<file path="src/rtl/mul_div_unit_pkg.sv">
// ============================================================================
// Module   : mul_div_unit_pkg
// Brief    : Shared encodings and defaults for the iterative mul/div unit.
// Revision : 1.0  initial release
// ============================================================================
`default_nettype none

package mul_div_unit_pkg;

    localparam int c_DEFAULT_WIDTH = 16;
    localparam int c_DEFAULT_AW    = 4;

    localparam logic OP_MUL = 1'b0;
    localparam logic OP_DIV = 1'b1;

    typedef enum logic [1:0] {
        ST_IDLE = 2'd0,
        ST_RUN  = 2'd1,
        ST_DONE = 2'd2
    } state_t;

endpackage

`default_nettype wire

</file>
<file path="src/rtl/muldiv_datapath.sv">
// ============================================================================
// Module   : muldiv_datapath
// Brief    : One iteration step: shift-add multiply or restoring-divide step.
// Revision : 1.0  initial release
// ============================================================================
`default_nettype none

module muldiv_datapath
    import mul_div_unit_pkg::*;
#(
    parameter int WIDTH = c_DEFAULT_WIDTH
) (
    input  logic               i_op,
    input  logic [2*WIDTH-1:0] i_acc,
    input  logic [WIDTH-1:0]   i_opa,
    input  logic [WIDTH-1:0]   i_opb,
    output logic [2*WIDTH-1:0] o_acc_next
);

    logic [WIDTH:0] w_sum;
    logic [WIDTH:0] w_rem_sh;
    logic [WIDTH:0] w_diff;
    logic           w_ge;

    // Multiply: acc = {partial product, remaining multiplier bits}.
    // Divide:   acc = {partial remainder, dividend bits shifting into quotient}.
    always_comb begin
        w_sum      = {1'b0, i_acc[2*WIDTH-1:WIDTH]} + (i_acc[0] ? {1'b0, i_opa} : {(WIDTH+1){1'b0}});
        w_rem_sh   = {i_acc[2*WIDTH-1:WIDTH], i_acc[WIDTH-1]};
        w_ge       = (w_rem_sh >= {1'b0, i_opb});
        w_diff     = w_rem_sh - {1'b0, i_opb};
        o_acc_next = {w_sum, i_acc[WIDTH-1:1]};
        if (i_op == OP_DIV) begin
            o_acc_next = {(w_ge ? w_diff[WIDTH-1:0] : w_rem_sh[WIDTH-1:0]),
                          i_acc[WIDTH-2:0], w_ge};
        end
    end

endmodule

`default_nettype wire

</file>
<file path="src/rtl/mul_div_unit.sv">
// ============================================================================
// Module   : mul_div_unit
// Brief    : Iterative multiply/divide unit, one result bit per clock.
//            Define SIGNED_MULDIV_EN for two's-complement operation.
// Revision : 1.0  initial release
// ============================================================================
`default_nettype none

module mul_div_unit
    import mul_div_unit_pkg::*;
#(
    parameter int WIDTH = c_DEFAULT_WIDTH,
    parameter int AW    = c_DEFAULT_AW,
    parameter int CW    = 5
) (
    input  logic             clk,
    input  logic             reset,
    input  logic             start,
    input  logic             op,
    input  logic [WIDTH-1:0] opa,
    input  logic [WIDTH-1:0] opb,
    input  logic [AW-1:0]    dest,
    output logic             busy,
    output logic             done,
    output logic             dz,
    output logic [AW-1:0]    wadd,
    output logic [WIDTH-1:0] wdata,
    output logic [WIDTH-1:0] wr0,
    output logic             regwrite,
    output logic             r0write
);

    state_t               r_state;
    logic [CW-1:0]        r_cnt;
    logic                 r_op;
    logic [WIDTH-1:0]     r_a;
    logic [WIDTH-1:0]     r_b;
    logic [2*WIDTH-1:0]   r_acc;
    logic                 r_busy;
    logic                 r_done;
    logic                 r_dz;
    logic [AW-1:0]        r_wadd;
    logic [WIDTH-1:0]     r_wdata;
    logic [WIDTH-1:0]     r_wr0;

    logic [2*WIDTH-1:0]   w_acc_next;
    logic [2*WIDTH-1:0]   w_res;
    logic [WIDTH-1:0]     w_mag_a;
    logic [WIDTH-1:0]     w_mag_b;

    muldiv_datapath #(.WIDTH(WIDTH)) u_datapath (
        .i_op       (r_op),
        .i_acc      (r_acc),
        .i_opa      (r_a),
        .i_opb      (r_b),
        .o_acc_next (w_acc_next)
    );

`ifdef SIGNED_MULDIV_EN
    logic r_neg_lo;
    logic r_neg_hi;

    assign w_mag_a = opa[WIDTH-1] ? -opa : opa;
    assign w_mag_b = opb[WIDTH-1] ? -opb : opb;

    // Product negates as a whole; quotient and remainder negate independently.
    always_comb begin
        w_res = w_acc_next;
        if (r_op == OP_MUL) begin
            if (r_neg_lo) w_res = -w_acc_next;
        end else begin
            if (r_neg_lo) w_res[WIDTH-1:0]       = -w_acc_next[WIDTH-1:0];
            if (r_neg_hi) w_res[2*WIDTH-1:WIDTH] = -w_acc_next[2*WIDTH-1:WIDTH];
        end
    end

    always_ff @(posedge clk or negedge reset) begin
        if (!reset) begin
            r_neg_lo <= 1'b0;
            r_neg_hi <= 1'b0;
        end else if (r_state == ST_IDLE && start) begin
            r_neg_lo <= opa[WIDTH-1] ^ opb[WIDTH-1];
            r_neg_hi <= opa[WIDTH-1];
        end
    end
`else
    assign w_mag_a = opa;
    assign w_mag_b = opb;
    assign w_res   = w_acc_next;
`endif

    always_ff @(posedge clk or negedge reset) begin
        if (!reset) begin
            r_state <= ST_IDLE;
            r_cnt   <= '0;
            r_op    <= OP_MUL;
            r_a     <= '0;
            r_b     <= '0;
            r_acc   <= '0;
            r_busy  <= 1'b0;
            r_done  <= 1'b0;
            r_dz    <= 1'b0;
            r_wadd  <= '0;
            r_wdata <= '0;
            r_wr0   <= '0;
        end else begin
            r_done <= 1'b0;
            case (r_state)
                ST_IDLE: begin
                    if (start) begin
                        r_op   <= op;
                        r_a    <= w_mag_a;
                        r_b    <= w_mag_b;
                        r_wadd <= dest;
                        r_busy <= 1'b1;
                        r_dz   <= 1'b0;
                        r_cnt  <= CW'(WIDTH);
                        if (op == OP_DIV && opb == '0) begin
                            r_state <= ST_DONE;
                            r_done  <= 1'b1;
                            r_dz    <= 1'b1;
                            r_wdata <= '1;
                            r_wr0   <= opa;
                            r_acc   <= '0;
                        end else begin
                            r_state <= ST_RUN;
                            r_acc   <= {{WIDTH{1'b0}}, (op == OP_MUL) ? w_mag_b : w_mag_a};
                        end
                    end
                end
                ST_RUN: begin
                    r_acc <= w_acc_next;
                    r_cnt <= r_cnt - 1'b1;
                    if (r_cnt == CW'(1)) begin
                        r_state <= ST_DONE;
                        r_done  <= 1'b1;
                        r_wdata <= w_res[WIDTH-1:0];
                        r_wr0   <= w_res[2*WIDTH-1:WIDTH];
                    end
                end
                ST_DONE: begin
                    r_state <= ST_IDLE;
                    r_busy  <= 1'b0;
                end
                default: begin
                    r_state <= ST_IDLE;
                    r_busy  <= 1'b0;
                end
            endcase
        end
    end

    assign busy     = r_busy;
    assign done     = r_done;
    assign regwrite = r_done;
    assign r0write  = r_done;
    assign dz       = r_dz;
    assign wadd     = r_wadd;
    assign wdata    = r_wdata;
    assign wr0      = r_wr0;

endmodule

`default_nettype wire

</file>
<file path="config.mk">
export PLATFORM = sky130hd
export DESIGN_NAME = mul_div_unit
export DESIGN_NICKNAME = d
export VERILOG_FILES = /design/src/rtl/mul_div_unit_pkg.sv /design/src/rtl/muldiv_datapath.sv /design/src/rtl/mul_div_unit.sv
export SDC_FILE = /design/constraint.sdc
export NUM_CORES = 1
export LEC_CHECK = 0
export CORE_MARGIN = 2
export CORE_UTILIZATION = 58
export CTS_CLUSTER_SIZE = 8
export DETAILED_ROUTE_END_ITERATION = 7
export PLACE_DENSITY = 0.85
export REMOVE_ABC_BUFFERS = 1
export SETUP_SLACK_MARGIN = 0.5
export SLEW_MARGIN = 20
export SYNTH_ARGS = -nofsm -noshare
export SYNTH_HDL_FRONTEND = slang
export SYNTH_SLANG_ARGS = --single-unit
</file>
<file path="constraint.sdc">
create_clock -name clk -period 5.5 [get_ports clk]
set_input_delay 0.55 -clock clk [delete_from_list [all_inputs] [get_ports clk]]
set_output_delay 0.55 -clock clk [all_outputs]
set_load 0.05 [all_outputs]
</file>
==> qor.csv <==
stage;metric;value;unit
floorplanning;total die area;12900;um2
synthesis;synthesized-area fraction occupied by and/or/nand/nor cells;0.192;
routing;DR vias/cell;6.27;
cells_and_area;NumNets Final;917;
cells_and_area;fill count;969;
synthesis;Yosys reg bits;111;
worst_setup_path;Top Family by Delay on Critical Path;compound AO/OA/AOI/OAI gates;
synthesis;largest family of logic cells by synthesized area;compound AO/OA/AOI/OAI gates;
sta;Final Hold Fails;0;
clocking;H-tree levels;3;
worst_setup_path;slowest stage delay, CP;0.64;ns
worst_setup_path;CP Data Required Time;5.75;ns
synthesis;xor/xnor cell area share of the yosys netlist;0.0314;
synthesis;mux contribution to synthesized area;0.0444;
synthesis;compound-cell area share of the yosys netlist;0.209;
synthesis;cell area after synthesis;6970;um2
worst_setup_path;critical path endpoint category;flop;
sta;final setup TNS;0;ns
synthesis;Synth area leader;dfrtp_1;
global_route;initial antenna violation count;0;
synthesis;Synth top cells by count;128 x nand2_1, 111 x dfrtp_1, 75 x a21oi_1;
floorplanning;die width;114;um
routing;wire length per cell;19.7;um
sta;worst relative slew slack;0.348;
clocking;Clock Sinks;111;
cells_and_area;multi-input logic area;3790;um2
cells_and_area;share of layout cells above drive strength 1;0.0792;
routing;1st-iter DRT viols;568;
floorplanning;num ports;81;
sta;count of pins over their slew limit;0;
worst_setup_path;Critical-path top delay cell;dfrtp_1;
place;I/O Buffers;80;
synthesis;Mapped Cells;793;
hold_path;HP Class;input port to asynchronous set/reset pin;
sta;final setup violating endpoints;0;
global_route;first-pass GRT wire length;31.4;mm
sta;Fin Clk Skew;0.00950;ns
worst_setup_path;worst reg2reg setup slack;1.90;ns
cells_and_area;Synth-to-Final Area Change;15.4;%
synthesis;largest cells by area after synthesis;dfrtp_1 40%, nand2_1 6.9%, ha_1 6.1%;
global_route;largest net degree at the start of global routing;73;
worst_setup_path;worst-path fanout max;18;
global_route;vias in the first global route;6266;
place;gpl congestion;0.951;
clocking;clk slew on worst S/H paths;0.07;ns
synthesis;share of flip-flops with an asynchronous set or reset;1.00;
worst_setup_path;CP cell instances;and2_1 -> ha_1 -> fa_1 -> a21oi_1 -> o211ai_1 -> o211ai_1 -> nand2_1 -> a21bo_2 -> a2111oi_2 -> a211oi_2 -> o22a_1;
clocking;clk root buf;clkbuf_16;
sta;min Tclk post-route;3.60;ns
cells_and_area;register area;2780;um2
worst_setup_path;most frequent CP cell;o211ai_1;
sta;unrepaired setup endpoints after global routing;no;
routing;DRC;0;
global_route;Tot GR Track Use;0.314;
sta;Worst-Margin Slew;0.979;ns
sta;Final Cycle Share;0.654;
clocking;Setup Fix Bufs, Post-CTS;0;
synthesis;Syn Area/Cell;8.79;um2
synthesis;top-count cell post-synth;nand2_1;
floorplanning;Core ar.;11900;um2
clocking;clk_lat worst skew;0.36;ns
place;Detailed Place HPWL;13.8;mm
worst_setup_path;Worst Path Arrival;3.85;ns
synthesis;dominant synthesized flop cell;dfrtp_1;
floorplanning;site row count;40;
run_status;status;finished, final reports clean;
clocking;hold buffers post-CTS;0;
worst_setup_path;Startpoint Class;flop;
routing;Routed Antenna Nets;0;
worst_setup_path;Bufs and invs on worst path;0;
sta;max frequency;278;MHz
clocking;Post-CTS Resized;0;
synthesis;library cells used by synthesis;72;
floorplanning;Initial Util;0.587;
synthesis;sequential cell area fraction in the yosys report;0.399;
routing;DRT Pass-1 Iters;5;
job;max_cap viols;0;
synthesis;Post-Synth Adder-Cell Area;0.0668;
global_route;Overflow after GRT;0;
clocking;Inserted Clock Buffers;9;
worst_setup_path;Setup CP Type;flop to flop;
synthesis;YS warnings;0;
floorplanning;Die H;114;um
cells_and_area;Antenna Diode Count;0;
routing;DR vias;6224;
synthesis;number of enable flip-flop cells after synthesis;0;
clocking;CTS Buffer Depth;2;
routing;wirelength, routed;19.6;mm
synthesis;Yosys top cell area share;0.399;
clocking;CTS tree;yes;
area by class of cell:
cell class	count	area share
clock buffer	11	0.0302
clock inverter	5	0.00763
inverter	31	0.0154
multi-input combinational	601	0.472
sequential	111	0.346
tap	147	0.0229
timing repair buffer	87	0.106
cell usage in the layout (no fill, tap or decap), types with 8 or more instances in the layout:
master           netlist  final
nand2_1              128    128
dfrtp_1              111    110
clkdlybuf4s50_1        0     79
a21oi_1               75     75
nor2_1                58     58
o21ai_0               46     46
ha_1                  34     34
inv_1                 28     28
nand3_1               26     26
and2_1                22     21
a211oi_1              17     17
xnor2_1               16     16
nor2b_1               16     15
mux2_2                15     15
a21o_1                14     14
mux2i_1               14     14
nor3_1                12     12
a21oi_2               11     11
xor2_1                 9      9
clkbuf_16              0      9
buf_4                  3      8
layer usage:
layer / part of all wire / wire length (um) / GRT usage / vias to the layer above
li1: - / - / - / 2879
met1: 0.41 / 7970 / 0.396 / 2971
met2: 0.47 / 9130 / 0.498 / 305
met3: 0.079 / 1550 / 0.0770 / 69
met4: 0.046 / 903 / 0.172 / 0
met5: 0 / 0 / 0 / -
worst register-to-register path, delay by kind of cell, from the launching register on:
kind | cells | cell delay (ns)
AO/OA/AOI/OAI | 7 | 1.74
adder cells (fa/ha/maj) | 2 | 0.68
flip-flops | 1 | 0.64
AND/OR/NAND/NOR | 2 | 0.44
registers in the layout, summed over array words and instances, names as in the netlist:
signal,count
wr0,16
r_b,16
r_cnt,5
dz,1
r_op,1
r_acc,32
r_state,2
busy,1
wadd,4
r_a,16
wdata,16
done,1
metrics by stage:
step / instance area (um2) / std cells / worst slack [ns] / hold WS (ns) / util
final: 8040 / 993 / 1.90 / 0.315 / 0.678
after global routing: 8040 / 993 / 1.75 / 0.391 / 0.678
after CTS: 8040 / 993 / 1.90 / 0.350 / 0.677
after detailed placement: 7730 / 977 / 1.72 / 0.455 / 0.652
after global placement: 7730 / 977 / 1.82 / 0.452 / 0.652
after floorplan: 6690 / 743 / 2.47 / 0.254 / -
final timing paths:
check	from	to	depth (start not counted)
setup reg to reg	r_acc[0]	wr0[15]	11
setup / recovery	r_acc[0]	wr0[15]	11
max in group asynchronous	reset	r_op	2
min in group clk	r_a[1]	r_a[1]	2
hold / removal	reset	r_b[15]	1
hold reg to reg	r_a[1]	r_a[1]	2
cell families (layout without fill, tap and decap cells):
| kind of cell | after synthesis | after routing |
|---|---|---|
| buffers and inverters | 81 | 134 |
| xor gates and xnor gates | 25 | 25 |
| adders and majority gates | 36 | 36 |
| AOI/OAI and AO/OA | 222 | 222 |
| and+or+nand+nor | 289 | 289 |
| DFF | 111 | 111 |
| muxes | 29 | 29 |
Power is left out: the tool's default activity adds up to more than one toggle a clock period on the data nets, which glitch-free logic cannot reach.
